==> src/rtl/hamming_uart_scheduler_if.sv <==
`default_nettype none
// ============================================================================
//  Module      : hamming_uart_scheduler_if
//  Description : Bundle between the requesters, the Hamming(7,4) encoder, the
//                UART transmitter and the round-robin frame scheduler.
//                slave  = scheduler side, master = surrounding system side.
//  Revision    : 1.0 - initial release
// ============================================================================
interface hamming_uart_scheduler_if #(
    parameter int NUM_REQ = 4
);
    localparam int c_ID_W = (NUM_REQ > 1) ? $clog2(NUM_REQ) : 1;

    // requester side
    logic [NUM_REQ-1:0]   req;
    logic [4*NUM_REQ-1:0] req_data;
    logic [NUM_REQ-1:0]   ack;
    logic [NUM_REQ-1:0]   err;
    // encoder side
    logic                 enc_ena;
    logic [3:0]           enc_data;
    logic                 enc_valid;
    // transmitter side
    logic                 tx_start;
    logic                 tx_busy;
    // status
    logic [c_ID_W-1:0]    grant_id;
    logic                 busy;
    logic [7:0]           frame_count;

    modport slave (
        input  req, req_data, enc_valid, tx_busy,
        output ack, err, enc_ena, enc_data, tx_start, grant_id, busy, frame_count
    );

    modport master (
        output req, req_data, enc_valid, tx_busy,
        input  ack, err, enc_ena, enc_data, tx_start, grant_id, busy, frame_count
    );
endinterface
`default_nettype wire

==> src/rtl/hamming_uart_scheduler.sv <==
`default_nettype none
// ============================================================================
//  Module      : hamming_uart_scheduler
//  Description : Round-robin scheduler sharing one Hamming(7,4) encoder and
//                one UART transmitter among NUM_REQ nibble requesters. Grants
//                a requester, pulses the encoder, starts the transmitter on
//                the encoder valid rising edge, waits for the frame to finish
//                and returns a per-requester ack (done) or err (timeout).
//  Revision    : 1.0 - initial release
// ============================================================================
module hamming_uart_scheduler #(
    parameter int NUM_REQ    = 4,
    parameter int TIMEOUT    = 15,
    parameter int GAP_CYCLES = 2
) (
    input wire logic                   clk,
    input wire logic                   rst,
    hamming_uart_scheduler_if.slave    sched_bus
);

    localparam int c_ID_W = (NUM_REQ > 1) ? $clog2(NUM_REQ) : 1;

    localparam logic [2:0] c_IDLE         = 3'd0;
    localparam logic [2:0] c_ENCODE       = 3'd1;
    localparam logic [2:0] c_WAIT_VALID   = 3'd2;
    localparam logic [2:0] c_START_TX     = 3'd3;
    localparam logic [2:0] c_WAIT_BUSY_HI = 3'd4;
    localparam logic [2:0] c_WAIT_BUSY_LO = 3'd5;
    localparam logic [2:0] c_GAP          = 3'd6;

    // Where a finished or aborted frame goes: straight to IDLE when no gap.
    localparam logic [2:0]        c_AFTER_FRAME = (GAP_CYCLES == 0) ? c_IDLE : c_GAP;
    localparam logic [7:0]        c_TMO_LAST    = 8'(TIMEOUT - 1);
    localparam logic [3:0]        c_GAP_LAST    = (GAP_CYCLES > 0) ? 4'(GAP_CYCLES - 1) : 4'd0;
    localparam logic [c_ID_W-1:0] c_LAST_INIT   = c_ID_W'(NUM_REQ - 1);

    logic [2:0]         r_state;
    logic [7:0]         r_timer;
    logic [3:0]         r_gap;
    logic [c_ID_W-1:0]  r_last;
    logic               r_valid_d;
    logic [NUM_REQ-1:0] r_ack;
    logic [NUM_REQ-1:0] r_err;
    logic               r_enc_ena;
    logic [3:0]         r_enc_data;
    logic               r_tx_start;
    logic [c_ID_W-1:0]  r_grant_id;
    logic [7:0]         r_frame_count;

    logic               w_vrise;
    logic               w_found;
    logic [c_ID_W-1:0]  w_pick;
    logic [c_ID_W-1:0]  w_idx;

    // Only a fresh low-to-high transition of valid counts as encoder completion.
    assign w_vrise = sched_bus.enc_valid & ~r_valid_d;

    // Round-robin search: first pending request starting just after the last grant.
    always_comb begin
        w_found = 1'b0;
        w_pick  = '0;
        w_idx   = '0;
        for (int i = 1; i <= NUM_REQ; i++) begin
            w_idx = c_ID_W'((int'(r_last) + i) % NUM_REQ);
            if (!w_found && sched_bus.req[w_idx]) begin
                w_found = 1'b1;
                w_pick  = w_idx;
            end
        end
    end

    // Frame sequencing FSM with registered pulse and status outputs.
    always_ff @(posedge clk) begin
        if (rst) begin
            r_state       <= c_IDLE;
            r_timer       <= '0;
            r_gap         <= '0;
            r_last        <= c_LAST_INIT;
            r_valid_d     <= 1'b0;
            r_ack         <= '0;
            r_err         <= '0;
            r_enc_ena     <= 1'b0;
            r_enc_data    <= '0;
            r_tx_start    <= 1'b0;
            r_grant_id    <= '0;
            r_frame_count <= '0;
        end else begin
            r_valid_d  <= sched_bus.enc_valid;
            r_enc_ena  <= 1'b0;
            r_tx_start <= 1'b0;
            r_ack      <= '0;
            r_err      <= '0;

            case (r_state)
                c_IDLE: begin
                    if (w_found) begin
                        r_grant_id <= w_pick;
                        r_enc_data <= sched_bus.req_data[{w_pick, 2'b00} +: 4];
                        r_last     <= w_pick;
                        r_enc_ena  <= 1'b1;
                        r_state    <= c_ENCODE;
                    end
                end

                c_ENCODE: begin
                    r_timer <= '0;
                    r_state <= c_WAIT_VALID;
                end

                c_WAIT_VALID: begin
                    if (w_vrise) begin
                        r_tx_start <= 1'b1;
                        r_state    <= c_START_TX;
                    end else if (r_timer == c_TMO_LAST) begin
                        r_err[r_grant_id] <= 1'b1;
                        r_gap             <= '0;
                        r_state           <= c_AFTER_FRAME;
                    end else begin
                        r_timer <= r_timer + 8'd1;
                    end
                end

                c_START_TX: begin
                    r_timer <= '0;
                    r_state <= c_WAIT_BUSY_HI;
                end

                c_WAIT_BUSY_HI: begin
                    if (sched_bus.tx_busy) begin
                        r_state <= c_WAIT_BUSY_LO;
                    end else if (r_timer == c_TMO_LAST) begin
                        r_err[r_grant_id] <= 1'b1;
                        r_gap             <= '0;
                        r_state           <= c_AFTER_FRAME;
                    end else begin
                        r_timer <= r_timer + 8'd1;
                    end
                end

                // A frame that has started transmitting always runs to completion.
                c_WAIT_BUSY_LO: begin
                    if (!sched_bus.tx_busy) begin
                        r_ack[r_grant_id] <= 1'b1;
                        r_frame_count     <= r_frame_count + 8'd1;
                        r_gap             <= '0;
                        r_state           <= c_AFTER_FRAME;
                    end
                end

                c_GAP: begin
                    if (r_gap == c_GAP_LAST) begin
                        r_state <= c_IDLE;
                    end else begin
                        r_gap <= r_gap + 4'd1;
                    end
                end

                default: r_state <= c_IDLE;
            endcase
        end
    end

    assign sched_bus.ack         = r_ack;
    assign sched_bus.err         = r_err;
    assign sched_bus.enc_ena     = r_enc_ena;
    assign sched_bus.enc_data    = r_enc_data;
    assign sched_bus.tx_start    = r_tx_start;
    assign sched_bus.grant_id    = r_grant_id;
    assign sched_bus.busy        = (r_state != c_IDLE);
    assign sched_bus.frame_count = r_frame_count;

endmodule
`default_nettype wire

==> src/flat_wrapper.sv <==
// flat-port wrapper written by rule: the top's interface ports become plain ports
module hamming_uart_scheduler_flat 
#(
    parameter int NUM_REQ    = 4,
    parameter int TIMEOUT    = 15,
    parameter int GAP_CYCLES = 2
)
  (clk, rst, sched_bus_req, sched_bus_req_data, sched_bus_enc_valid, sched_bus_tx_busy, sched_bus_ack, sched_bus_err, sched_bus_enc_ena, sched_bus_enc_data, sched_bus_tx_start, sched_bus_grant_id, sched_bus_busy, sched_bus_frame_count);
  hamming_uart_scheduler_if #(.NUM_REQ(NUM_REQ)) sched_bus_i ();
  input wire logic clk;
  input wire logic rst;
  input wire logic [$bits(sched_bus_i.req)-1:0] sched_bus_req;
  input wire logic [$bits(sched_bus_i.req_data)-1:0] sched_bus_req_data;
  input wire logic [$bits(sched_bus_i.enc_valid)-1:0] sched_bus_enc_valid;
  input wire logic [$bits(sched_bus_i.tx_busy)-1:0] sched_bus_tx_busy;
  output wire logic [$bits(sched_bus_i.ack)-1:0] sched_bus_ack;
  output wire logic [$bits(sched_bus_i.err)-1:0] sched_bus_err;
  output wire logic [$bits(sched_bus_i.enc_ena)-1:0] sched_bus_enc_ena;
  output wire logic [$bits(sched_bus_i.enc_data)-1:0] sched_bus_enc_data;
  output wire logic [$bits(sched_bus_i.tx_start)-1:0] sched_bus_tx_start;
  output wire logic [$bits(sched_bus_i.grant_id)-1:0] sched_bus_grant_id;
  output wire logic [$bits(sched_bus_i.busy)-1:0] sched_bus_busy;
  output wire logic [$bits(sched_bus_i.frame_count)-1:0] sched_bus_frame_count;
  assign sched_bus_i.req = sched_bus_req;
  assign sched_bus_i.req_data = sched_bus_req_data;
  assign sched_bus_i.enc_valid = sched_bus_enc_valid;
  assign sched_bus_i.tx_busy = sched_bus_tx_busy;
  assign sched_bus_ack = sched_bus_i.ack;
  assign sched_bus_err = sched_bus_i.err;
  assign sched_bus_enc_ena = sched_bus_i.enc_ena;
  assign sched_bus_enc_data = sched_bus_i.enc_data;
  assign sched_bus_tx_start = sched_bus_i.tx_start;
  assign sched_bus_grant_id = sched_bus_i.grant_id;
  assign sched_bus_busy = sched_bus_i.busy;
  assign sched_bus_frame_count = sched_bus_i.frame_count;
  hamming_uart_scheduler #(.NUM_REQ(NUM_REQ), .TIMEOUT(TIMEOUT), .GAP_CYCLES(GAP_CYCLES)) u_core (.clk(clk), .rst(rst), .sched_bus(sched_bus_i));
endmodule
==> config.mk <==
export PLATFORM = sky130hd
export DESIGN_NAME = hamming_uart_scheduler_flat
export DESIGN_NICKNAME = d
export VERILOG_FILES = /design/src/rtl/hamming_uart_scheduler_if.sv /design/src/rtl/hamming_uart_scheduler.sv /design/src/flat_wrapper.sv
export SDC_FILE = /design/constraint.sdc
export NUM_CORES = 1
export LEC_CHECK = 0
export ABC_CLOCK_PERIOD_IN_PS = 1810
export CORE_ASPECT_RATIO = 0.5
export CORE_MARGIN = 4
export CORE_UTILIZATION = 44
export DETAILED_ROUTE_END_ITERATION = 10
export PLACE_DENSITY = 0.75
export SLEW_MARGIN = 20
export SYNTH_ARGS = -nofsm -noshare
export SYNTH_HDL_FRONTEND = slang
export SYNTH_SLANG_ARGS = --single-unit
==> constraint.sdc <==
create_clock -name clk -period 1.81 [get_ports clk]
set_input_delay 0.181 -clock clk [delete_from_list [all_inputs] [get_ports clk]]
set_output_delay 0.181 -clock clk [all_outputs]
set_load 0.05 [all_outputs]
==> results.md <==
* DIE AREA at 5922 um^2
* Crit-path cells: clkdlybuf4s50_1
* Result of the run: finished, final reports clean
* CP endpoint: sched_bus_frame_count[0]
* FF-to-FF setup slack at 0.09 ns
* Grt ovf at 0
* CP Data Required Time at 1.63 ns
* Placed cell areas at 2745 um^2
* Root buf cell: clkbuf_8
* Critical path peak fanout at 4
* Total Power at 3.534 mW
* Max Fclk at 577.5 MHz
* CP Launch Type: flip-flop
* Setup Buffers After CTS at 0
* Worst Hold Slack at 0.5027 ns
* First-pass GRT wire length at 8.935 mm
* Initial antenna violation count at 0
* Clk_skew at 0.01008 ns
* Yosys warning count at 0
* Crit-path max cell delay at 0.84 ns
* Vias in the first global route at 1907
* Syn Nets at 267
* CP Buf/Inv Count at 1
* Grt peak-use layer: met2
* H-tree levels at 2
* Largest net degree at the start of global routing at 21
* RSZ-0062 raised after global routing: yes
* Commonest non-fill, non-tap cell in the layout: clkdlybuf4s50_1
* Worst setup EP type: primary output
* HPWL after DPL at 3.923 mm
* CP max stage cell: clkdlybuf4s50_1
* Grt met3 use at 0.05511
* Asr flop ratio synth at 0
* Setup crit start: u_core.sched_bus.frame_count[0]$_SDFFE_PP0P_
* Input/output buffers at 48
* Most frequent cells in the layout: clkdlybuf4s50_1, dfxtp_1, nor2_1, buf_4
* Leak pwr at 1.142 nW
* Unique masters post-synth at 46
* Post-synthesis register bit count at 42
* Least-Margin Pin Slew at 0.5192 ns
* Routed wire length at 5.200 mm
* Clk pin slew, worst setup/hold paths at 0.09 ns
* RR Startpoint: u_core.r_timer[0]$_SDFFE_PP0P_
* Hold Fails Final Rpt at 0
* Starting Density at 0.4625
* Period utilization at 0.9567
* GP Congestion at 0.8142
* DR vias/cell at 5.408
* Avg Cell Area, Syn at 8.680 um^2
* Synthesized instance count at 238
* Nets at 334
* Cell family with most CP delay: buffers and inverters
* Routing usage on met1 at 0.2187
* Chip width at 104.9 um
* Worst min-delay path class: reg -> reg
* Rows at 17
* Primary FF master, synth: dfxtp_1
* Bufs on Longest Clock Path at 2
* DR pass1 iterations at 4
* Final Cell Area at 2848 um^2
* IO Count at 49
* DRT iter0 DRCs at 67
* Worst-case reg-to-reg path depth at 6
* Met2 Track Usage GR at 0.3236
* TritonCTS clock tree: built
* Rel. slew slack at 0.6528
* Avg WL per Cell at 14.33 um
* Final ANT Viol Nets at 0
* Max-cap viol count at 0
* CP Depth at 1
* Number of synthesized flops with an enable pin at 0
* Skew-Pair Late Insertion Delay at 0.30 ns
* Post-synthesis sequential area ratio at 0.4070
* Num CTS Buffers at 5
* DRC at 0
* Final slew viol count at 0
* CP Class: reg -> out
* Worst vdd ir at 0.6920 mV
* Share of layout cells above drive strength 1 at 0.1373
* Layout area overhead at 37.86%
* R2R Path End: u_core.r_timer[6]$_SDFFE_PP0P_
* Die height at 56.45 um
* Post-Synthesis Cell Area at 2066 um^2
* Core Footprint at 4467 um^2
* Minimum clock period at 1.732 ns
* Crit path DAT at 1.55 ns
* Tot GR Track Use at 0.1853
* Sink Count at 42
* Vias at 1963
* Final core area utilization at 0.6375
* Antenna diode count at 0
* PwrDens at 1241 nW/um^2
* Final setup viols at 0
flip-flops by register name, indices dropped and copies added (netlist names):
signal                        cells
u_core.r_timer                    8
u_core.sched_bus.frame_count      8
u_core.r_gap                      4
u_core.sched_bus.ack              4
u_core.sched_bus.enc_data         4
u_core.sched_bus.err              4
u_core.r_state                    3
u_core.r_last                     2
u_core.sched_bus.grant_id         2
u_core.r_valid_d                  1
u_core.sched_bus.enc_ena          1
u_core.sched_bus.tx_start         1
area by class of cell:
| type | count | area [um^2] |
|---|---|---|
| Sequential cell | 42 | 844.6 |
| Fill cell | 380 | 1619 |
| Clock inverter | 3 | 25.02 |
| Multi-Input combinational cell | 174 | 1142 |
| Timing Repair Buffer | 70 | 650.6 |
| Inverter | 12 | 45.04 |
| Tap cell | 57 | 71.32 |
| Clock buffer | 5 | 68.82 |
report_power, final:
group          internal, mW  switching, mW  total, mW
clock network         0.279          0.354      0.633
registers              1.07          0.174       1.24
logic                 0.717          0.944       1.66
total                  2.06           1.47       3.53
repair_timing:
action	4_1_cts	5_1_grt
hold buffers	0	0
hold endpoints to repair	0	0
gates resized for setup	0	4
endpoints found under the setup margin	0	8
stage by stage:
step | cells | setup WS [ns] | setup TNS (ns)
finish | 363 | 0.07835 | 0
global route | 363 | -0.004620 | -0.004620
CTS | 363 | 0.02220 | 0
detailed placement | 355 | -0.08120 | -0.5956
global placement | 355 | -0.05145 | -0.1507
floorplan | 238 | 0.05988 | 0
synth_stat cells (all sizes together), types with 2 or more instances:
cell | n | area share
or4 | 2 | 0.0073
ha | 5 | 0.030
xor2 | 8 | 0.034
o211ai | 2 | 0.0073
buf | 2 | 0.0061
clkbuf | 8 | 0.015
a311oi | 3 | 0.021
nand3b | 3 | 0.011
o211a | 5 | 0.024
mux2i | 4 | 0.019
xnor2 | 4 | 0.017
nand3 | 8 | 0.019
nor2 | 26 | 0.047
a21o | 3 | 0.011
nor3 | 3 | 0.0073
o21ai | 14 | 0.034
nor4 | 5 | 0.015
a211oi | 5 | 0.018
nand2b | 6 | 0.018
or3 | 2 | 0.0061
and3 | 6 | 0.018
nand4 | 9 | 0.035
o21a | 4 | 0.015
nand2 | 14 | 0.025
or2 | 2 | 0.0061
nor2b | 5 | 0.015
inv | 12 | 0.022
a21oi | 12 | 0.029
dfxtp | 42 | 0.41
kinds of logic after synthesis:
kind of cell	count (synthesis)	synth area share
adder cells (fa/ha/maj)	5	0.03028
AND/OR/NAND/NOR	98	0.2623
AO/OA/AOI/OAI	55	0.1878
multiplexers	4	0.01938
buffers and inverters	22	0.04240
XOR/XNOR	12	0.05088
flip-flops	42	0.4070
layer usage:
layer  part of all wire  vias to the layer above
li1                   -                      993
met1               0.46                      917
met2               0.48                       45
met3              0.052                        8
met4              0.011                        0
met5                  0                        -
worst min-delay path, stage by stage, from the launching register on:
cell	delay, ns
dfxtp_1	0.33
o21ai_0	0.07
a21oi_1	0.06
worst min path at each step:
stage | from | end | slack, ns | cells past startpoint
floorplan | sched_bus_enc_valid | u_core.r_valid_d$_SDFF_PP0_ | 0.34 | 1
global placement | u_core.r_timer[7]$_SDFFE_PP0P_ | u_core.r_timer[7]$_SDFFE_PP0P_ | 0.47 | 2
detailed placement | u_core.r_gap[3]$_SDFFE_PP0P_ | u_core.r_gap[3]$_SDFFE_PP0P_ | 0.47 | 1
CTS | u_core.r_gap[3]$_SDFFE_PP0P_ | u_core.r_gap[3]$_SDFFE_PP0P_ | 0.49 | 1
global route | u_core.sched_bus.frame_count[1]$_SDFFE_PP0P_ | u_core.sched_bus.frame_count[1]$_SDFFE_PP0P_ | 0.54 | 2
finish | u_core.r_timer[7]$_SDFFE_PP0P_ | u_core.r_timer[7]$_SDFFE_PP0P_ | 0.50 | 2
Note: power is estimated with default switching activity, not from simulation.
